$ cat src/rtl/imm_pkg.sv
// Shared RISC-V immediate-decode definitions: format codes, major opcodes, XLEN legality.
package imm_pkg;

    typedef enum logic [2:0] {
        FMT_R    = 3'd0,
        FMT_I    = 3'd1,
        FMT_S    = 3'd2,
        FMT_B    = 3'd3,
        FMT_U    = 3'd4,
        FMT_J    = 3'd5,
        FMT_CSR  = 3'd6,
        FMT_NONE = 3'd7
    } fmt_e;

    localparam logic [6:0] OPC_LOAD      = 7'b0000011;
    localparam logic [6:0] OPC_MISC_MEM  = 7'b0001111;
    localparam logic [6:0] OPC_OP_IMM    = 7'b0010011;
    localparam logic [6:0] OPC_AUIPC     = 7'b0010111;
    localparam logic [6:0] OPC_OP_IMM_32 = 7'b0011011;
    localparam logic [6:0] OPC_STORE     = 7'b0100011;
    localparam logic [6:0] OPC_OP        = 7'b0110011;
    localparam logic [6:0] OPC_LUI       = 7'b0110111;
    localparam logic [6:0] OPC_OP_32     = 7'b0111011;
    localparam logic [6:0] OPC_BRANCH    = 7'b1100011;
    localparam logic [6:0] OPC_JALR      = 7'b1100111;
    localparam logic [6:0] OPC_JAL       = 7'b1101111;
    localparam logic [6:0] OPC_SYSTEM    = 7'b1110011;

    function automatic bit xlen_legal(input int xlen);
        return (xlen == 32) || (xlen == 64);
    endfunction

endpackage

$ cat src/rtl/imm_decode_core.sv
// Combinational instruction-format classifier and immediate extractor, no state.
// Illegal encodings collapse to fmt NONE with a zero immediate.
module imm_decode_core
    import imm_pkg::*;
#(
    parameter int XLEN   = 32,
    parameter int CSR_EN = 1
) (
    input  logic [31:0]     inst_i,
    output logic [XLEN-1:0] imm_o,
    output fmt_e            fmt_o,
    output logic            illegal_o
);

    logic [31:0] imm32;
    logic        sext;

    always_comb begin
        imm32     = '0;
        sext      = 1'b1;
        fmt_o     = FMT_NONE;
        illegal_o = 1'b0;
        case (inst_i[6:0])
            OPC_OP: fmt_o = FMT_R;
            OPC_OP_32: begin
                if (XLEN == 64) fmt_o = FMT_R;
                else            illegal_o = 1'b1;
            end
            OPC_OP_IMM, OPC_LOAD, OPC_JALR, OPC_MISC_MEM: begin
                fmt_o = FMT_I;
                imm32 = {{20{inst_i[31]}}, inst_i[31:20]};
            end
            OPC_OP_IMM_32: begin
                if (XLEN == 64) begin
                    fmt_o = FMT_I;
                    imm32 = {{20{inst_i[31]}}, inst_i[31:20]};
                end else begin
                    illegal_o = 1'b1;
                end
            end
            OPC_STORE: begin
                fmt_o = FMT_S;
                imm32 = {{20{inst_i[31]}}, inst_i[31:25], inst_i[11:7]};
            end
            OPC_BRANCH: begin
                fmt_o = FMT_B;
                imm32 = {{19{inst_i[31]}}, inst_i[31], inst_i[7], inst_i[30:25],
                         inst_i[11:8], 1'b0};
            end
            OPC_LUI, OPC_AUIPC: begin
                fmt_o = FMT_U;
                imm32 = {inst_i[31:12], 12'b0};
            end
            OPC_JAL: begin
                fmt_o = FMT_J;
                imm32 = {{11{inst_i[31]}}, inst_i[31], inst_i[19:12], inst_i[20],
                         inst_i[30:21], 1'b0};
            end
            OPC_SYSTEM: begin
                // funct3[2] distinguishes the CSR-immediate forms (csrrwi/csrrsi/csrrci)
                if ((CSR_EN != 0) && inst_i[14]) begin
                    fmt_o = FMT_CSR;
                    imm32 = {27'b0, inst_i[19:15]};
                    sext  = 1'b0;
                end else begin
                    fmt_o = FMT_I;
                    imm32 = {{20{inst_i[31]}}, inst_i[31:20]};
                end
            end
            default: illegal_o = 1'b1;
        endcase

        if (inst_i[1:0] != 2'b11) illegal_o = 1'b1;

        if (illegal_o) begin
            fmt_o = FMT_NONE;
            imm32 = '0;
        end

        if (sext) imm_o = XLEN'($signed(imm32));
        else      imm_o = XLEN'(imm32);
    end

endmodule

$ cat src/rtl/imm_decode_stage.sv
// Decode stage: combinational decode into a 2-entry skid FIFO, registered outputs, latency 1.
// in_ready drops only when both entries are held; out_* stay stable while out_ready is low.
module imm_decode_stage
    import imm_pkg::*;
#(
    parameter int XLEN   = 32,
    parameter int CSR_EN = 1
) (
    input  logic            clk,
    input  logic            rst,
    input  logic            flush,
    input  logic            in_valid,
    output logic            in_ready,
    input  logic [31:0]     in_inst,
    input  logic [XLEN-1:0] in_pc,
    output logic            out_valid,
    input  logic            out_ready,
    output logic [31:0]     out_inst,
    output logic [XLEN-1:0] out_pc,
    output logic [XLEN-1:0] out_imm,
    output logic [2:0]      out_fmt,
    output logic            out_illegal
);

    if (!xlen_legal(XLEN)) begin : g_bad_xlen
        $error("imm_decode_stage: XLEN must be 32 or 64");
    end

    typedef enum logic [1:0] {
        ST_EMPTY = 2'd0,
        ST_ONE   = 2'd1,
        ST_FULL  = 2'd2
    } state_e;

    typedef struct packed {
        logic [31:0]     inst;
        logic [XLEN-1:0] pc;
        logic [XLEN-1:0] imm;
        fmt_e            fmt;
        logic            illegal;
    } entry_t;

    localparam entry_t ENTRY_RST = '{inst: '0, pc: '0, imm: '0, fmt: FMT_NONE, illegal: 1'b0};

    state_e state_q, state_d;
    entry_t head_q, head_d;
    entry_t skid_q, skid_d;
    entry_t dec_entry;

    logic [XLEN-1:0] dec_imm;
    fmt_e            dec_fmt;
    logic            dec_illegal;
    logic            push;
    logic            pop;

    imm_decode_core #(
        .XLEN   (XLEN),
        .CSR_EN (CSR_EN)
    ) u_core (
        .inst_i    (in_inst),
        .imm_o     (dec_imm),
        .fmt_o     (dec_fmt),
        .illegal_o (dec_illegal)
    );

    assign dec_entry = '{inst: in_inst, pc: in_pc, imm: dec_imm, fmt: dec_fmt, illegal: dec_illegal};

    assign in_ready  = (state_q != ST_FULL) & ~rst;
    assign out_valid = (state_q != ST_EMPTY);
    assign push      = in_valid & in_ready & ~flush;
    assign pop       = out_valid & out_ready & ~flush;

    always_comb begin
        state_d = state_q;
        head_d  = head_q;
        skid_d  = skid_q;
        if (flush) begin
            state_d = ST_EMPTY;
        end else begin
            case (state_q)
                ST_EMPTY: begin
                    if (push) begin
                        head_d  = dec_entry;
                        state_d = ST_ONE;
                    end
                end
                ST_ONE: begin
                    if (push && pop) begin
                        head_d = dec_entry;
                    end else if (push) begin
                        skid_d  = dec_entry;
                        state_d = ST_FULL;
                    end else if (pop) begin
                        state_d = ST_EMPTY;
                    end
                end
                ST_FULL: begin
                    // in_ready is low here, so only a pop can happen
                    if (pop) begin
                        head_d  = skid_q;
                        state_d = ST_ONE;
                    end
                end
                default: state_d = ST_EMPTY;
            endcase
        end
    end

    always_ff @(posedge clk or posedge rst) begin
        if (rst) begin
            state_q <= ST_EMPTY;
            head_q  <= ENTRY_RST;
            skid_q  <= ENTRY_RST;
        end else begin
            state_q <= state_d;
            head_q  <= head_d;
            skid_q  <= skid_d;
        end
    end

    assign out_inst    = head_q.inst;
    assign out_pc      = head_q.pc;
    assign out_imm     = head_q.imm;
    assign out_fmt     = head_q.fmt;
    assign out_illegal = head_q.illegal;

endmodule

$ cat config.mk
export PLATFORM = sky130hd
export DESIGN_NAME = imm_decode_stage
export DESIGN_NICKNAME = d
export VERILOG_FILES = /design/src/rtl/imm_pkg.sv /design/src/rtl/imm_decode_core.sv /design/src/rtl/imm_decode_stage.sv
export SDC_FILE = /design/constraint.sdc
export NUM_CORES = 1
export LEC_CHECK = 0
export CAP_MARGIN = 40
export CORE_MARGIN = 2
export CORE_UTILIZATION = 50
export CTS_CLUSTER_DIAMETER = 80
export DETAILED_ROUTE_END_ITERATION = 8
export PLACE_DENSITY = 0.77
export SLEW_MARGIN = 20
export SYNTH_ARGS = -nofsm -noshare
export SYNTH_HDL_FRONTEND = slang
export SYNTH_SLANG_ARGS = --single-unit
$ cat constraint.sdc
create_clock -name clk -period 12.33 [get_ports clk]
set_input_delay 2.466 -clock clk [delete_from_list [all_inputs] [get_ports clk]]
set_output_delay 2.466 -clock clk [all_outputs]
set_load 0.01 [all_outputs]
* Word-level counts from Yosys, hierarchy flattened
Index checks and enable logic that the tools add are counted.
Storage, ports and cells: flip-flop bits (word level) 202, bits of input ports 69, output and inout port bits 102, logic and storage cells 70
Cells by class: eq/ne operators 22, multiplexer cells 19, bitwise gates (word level) 8, reduce and logical (&&, ||, !) cells 10
Operators by type and width (count):
- $mux W100 | 3
- $pmux W100 S3 | 1
- $pmux W32 S6 | 1
- $mux W32 | 2
- $eq A7 B7 Y1 const B | 4
- $eq A7 B6 Y1 const B | 3
- $pmux W3 S7 | 1
- $eq A7 B5 Y1 const B | 2
- $mux W2 | 6
- $reduce_or A11 Y1 | 1
- $ne A2 B2 Y1 const B | 5
- $ne A3 B3 Y1 const B | 3
- $reduce_and A4 Y1 | 2
- $eq A7 B2 Y1 const B | 1
- $eq A7 B4 Y1 const B | 1
- $mux W3 | 2
- $pmux W2 S3 | 1
- $and A1 B1 Y1 | 5
- $reduce_and A5 Y1 | 1
- $ne A4 B4 Y1 const B | 1
- $reduce_or A4 Y1 | 1
- $not A1 Y1 | 3
- $reduce_bool A3 Y1 | 1
- $eq A2 B1 Y1 const B | 1
- 6 further kinds | 7

* Longest topological paths before layout
word-level depth 8, gate-level depth with buffers 8, gate-level depth less buffers 5

* Modules after synthesis
A second synthesis with hierarchy kept.
Unflattened totals: cell total of the unflattened synthesis 793, area total of the unflattened synthesis 9421.5 µm²
By module, submodules not included:
- imm_decode_stage | instances 1, cells each 665, area each 8665.8 µm², sequential area each 5062.4 µm²
- imm_decode_core | instances 1, cells each 128, area each 755.7 µm², sequential area each 0.0 µm²

* Worst setup path after synthesis
No wires, ideal clock.
path type input -> register, start point input port rst, end point register skid_q[94] in the netlist's numbering, arrival 8.506 ns, data required time 12.213 ns, setup slack 3.706 ns, stages on the path 8, path buffers 3, path through inv_1 nand2_1 or4_1 clkbuf_1 clkbuf_1 clkbuf_1 nand2_1 nand2_1
Between the ends: cells in the longest elaborated chain, start to end 7
RTL lines:
- from (decl) | RTL line imm_decode_stage.sv:10 | input logic rst,
- $not A1 Y1 (*) | RTL line imm_decode_stage.sv:68 | assign in_ready = (state_q != ST_FULL) & ~rst;
- $and A1 B1 Y1 (*) | RTL line imm_decode_stage.sv:68
- $and A1 B1 Y1 (*) (2 in series) | RTL line imm_decode_stage.sv:70 | assign push = in_valid & in_ready & ~flush;
- $logic_and A1 B1 Y1 | RTL line imm_decode_stage.sv:88 | if (push && pop) begin
- $not A1 Y1 (no source line)
- $reduce_and A4 Y1 (no source line) (*)
- to (signal assigned) | RTL line imm_decode_stage.sv:117 | skid_q <= skid_d;
- to (decl) | RTL line imm_decode_stage.sv:47 | entry_t skid_q, skid_d;
Every way passes the cells marked *; elsewhere a longest branch is shown, timed or not. A chain may end at the register's enable or synchronous reset.

* Worst setup path after layout
start point input port rst, end point output port in_ready
Between the ends: cells in the longest elaborated chain, start to end 2
RTL lines:
- $not A1 Y1 | RTL line imm_decode_stage.sv:68
- $and A1 B1 Y1 | RTL line imm_decode_stage.sv:68
- to (decl) | RTL line imm_decode_stage.sv:13 | output logic in_ready,
No other way between the ends.

==> metrics.cfg <==
[sta]
hold_ws_ns=0.4648
fin_skew_ns=0.01309
fin_tns_setup_ns=0
finalSetupViolCount=0
period_share_pct=50.08
tightest_slew_ns=0.8249
hold_viol=0
rsz0062_at_grt=false
slew_headroom_pct=44.80
fmax_mhz=162.0
period_minus_slack_ns=6.175
drv_slew=0

[synth]
syn_avg_cell_area_um2=8.591
synthFlopType=dfrtp_1
ys_ff_latch=202
synth_top_family_by_area=simple AND/OR/NAND/NOR gates
synth.area.mux_share_pct=0.1119
ys_seq_area_share_pct=56.60
synth-simple-area-share_pct=25.28
synth_cell_types=50
ys_top_cells_by_count=372 x nand2_1, 196 x dfrtp_1, 116 x nor2_1, 87 x a31oi_1, 44 x clkbuf_1
synth_compound_area_share_pct=13.71
netlist_area_um2=8944
synthArstFlopShare_pct=100.0
synth_fp_nets=1110
synth_xor_area_share_pct=0
yosysTopAreaCellShare_pct=54.84
synth.most_common_cell=nand2_1
synth_fa_ha_area_share_pct=0
synth_cells=1041
yosysTopAreaCell=dfrtp_1
ys.warnings.count=0
ys_top_cells_by_area=dfrtp_1 55%, nand2_1 16%, a31oi_1 6.1%
synth_edf_count=0

[global_routing]
globalRouteOverflowTotal=0
grt.total_usage_pct=24.95
antenna_found_initial=0
grt_pass1_vias=7269
grt_pass1_wl_mm=37.56
grt_max_degree=124

[placement]
numPlacedInstances=1373
place_hpwl_mm=14.96
port_buffers=170
gp_congestion=0.8128

[detailed_routing]
via_per_inst=5.565
drt_pre_antenna_iters=5
drc=0
vias=7847
routed_wl_mm=23.52
drt_iter0_drc=649
ant_nets=0
routedWlPerCell_um=16.68

[finish]
fin_cells=1410
area_growth_pct=29.06
layout.nets=1243
ff_latch_area_um2=5062
fillers=1390
n_antenna_cell=0
drive_gt1_share_pct=5.654
multiInputGateArea_um2=3522

[critical_path]
cp.arrival_ns=3.71
reg2reg_slack_ns=9.01
end_kind=output port
cp-start-kind=primary input
cp.required_ns=9.86
cp_max_fo=4
critical_path_class=in -> out

[die]
initial_core_util_pct=51.35
row_count=48
pin_count=171
core_area_um2=17420
die_w_um=137.7
fp.dieH_um=137.7
die_area_um2=18970

[cts]
ctsHoldBuffers=0
clk_pin_slew_ns=0.05
post_cts_resize_count=0
cts_buffer_depth=3
cts_setup_buffers=0
clk_latency_ns=0.50
cts-root-buf=clkbuf_16
clock-sinks=202
tritoncts=built
cts_buffers=22
cts_max_level=1

[job]
maxCapViolCount=0

[pwr]
p_total_mw=1.906
peakVddDrop_mv=0.1023
powerDensity_nw_per_um2=165.1
p_leak_nw=5.122

[status]
status=complete, no violations

[min_path]
hold_class=reg -> reg

critical path, stage by stage:
cell and delay, ns:
clkdlybuf4s50_1 0.54, nor2_1 0.15, clkdlybuf4s50_1 0.55
path summary, 6_finish.rpt:
path | from | to | cells after the start
worst max-delay path | rst | in_ready | 3
max in group asynchronous | rst | skid_q[53] | 4
worst min register to register | skid_q[12] | skid_q[12] | 2
worst max register to register | state_q[1] | out_illegal | 8
min in group asynchronous | rst | out_imm[31] | 2
worst min-delay path | skid_q[12] | skid_q[12] | 2
logic make-up after synthesis:
kind of cell,count (synthesis)
compound gates,195
simple gates,554
mux,1
buf+inv,89
flops,202
through the flow:
stage	cell area, um^2	utilization [%]	setup slack, ns
floorplan	8944	-	3.706
global placement	10670	61.26	6.172
detailed placement	10810	62.06	6.149
CTS	11500	66.03	6.136
global route	11540	66.27	6.077
finish	11540	66.27	6.155
cell type report:
| type | count | share of cell area (%) |
|---|---|---|
| flip-flops and latches | 202 | 43.86 |
| multi-input cells | 750 | 30.51 |
| repair buffers | 185 | 16.72 |
| clock buffers | 31 | 5.594 |
| well taps | 225 | 2.439 |
| inverters | 13 | 0.4878 |
| clock inverters | 4 | 0.3902 |
flip-flops by register name, summed over array words and instances (netlist names):
| signal | flops |
|---|---|
| state_q | 2 |
| out_inst | 32 |
| skid_q | 100 |
| out_imm | 32 |
| out_pc | 32 |
| out_illegal | 1 |
| out_fmt | 3 |
cell usage in the layout, fill, tap and decap left out, types with 2 or more instances in the layout:
cell type | netlist | routed
nand4bb_1 | 2 | 2
buf_12 | 0 | 4
clkbuf_16 | 0 | 23
dfrtp_1 | 196 | 196
o22ai_1 | 18 | 18
nor2_1 | 116 | 116
clkdlybuf4s50_1 | 0 | 170
buf_16 | 0 | 3
nor4b_1 | 2 | 2
nor3_1 | 3 | 3
nand3_1 | 20 | 20
nand2b_1 | 9 | 8
nor3b_1 | 2 | 2
a21oi_1 | 38 | 38
nor2b_1 | 9 | 8
a31oi_1 | 87 | 87
inv_1 | 12 | 11
nand4b_1 | 2 | 2
buf_4 | 4 | 6
o21ai_0 | 22 | 22
and2_1 | 2 | 2
nand3b_1 | 3 | 3
o31ai_1 | 5 | 5
a211oi_1 | 6 | 6
a221oi_1 | 7 | 7
clkinv_2 | 0 | 3
clkbuf_8 | 0 | 4
or2_2 | 2 | 2
nand2_1 | 372 | 372
clkbuf_1 | 44 | 4
dfstp_2 | 6 | 6
power breakdown:
group | leakage (nW) | internal [mW] | switching [mW]
logic | 2.31 | 0.213 | 0.186
registers | 2.47 | 0.796 | 0.0741
clock network | 0.343 | 0.381 | 0.255
total | 5.12 | 1.39 | 0.515
metal layers:
metal  up-vias  GRT usage [%]  wire, um
met5         -              0         0
met4         0          6.179       398
met3        33          5.261      1920
met2       295          39.41     10920
met1      3788          35.51     10280
li1       3731              -         -
Note: power is estimated with default switching activity, not from simulation.
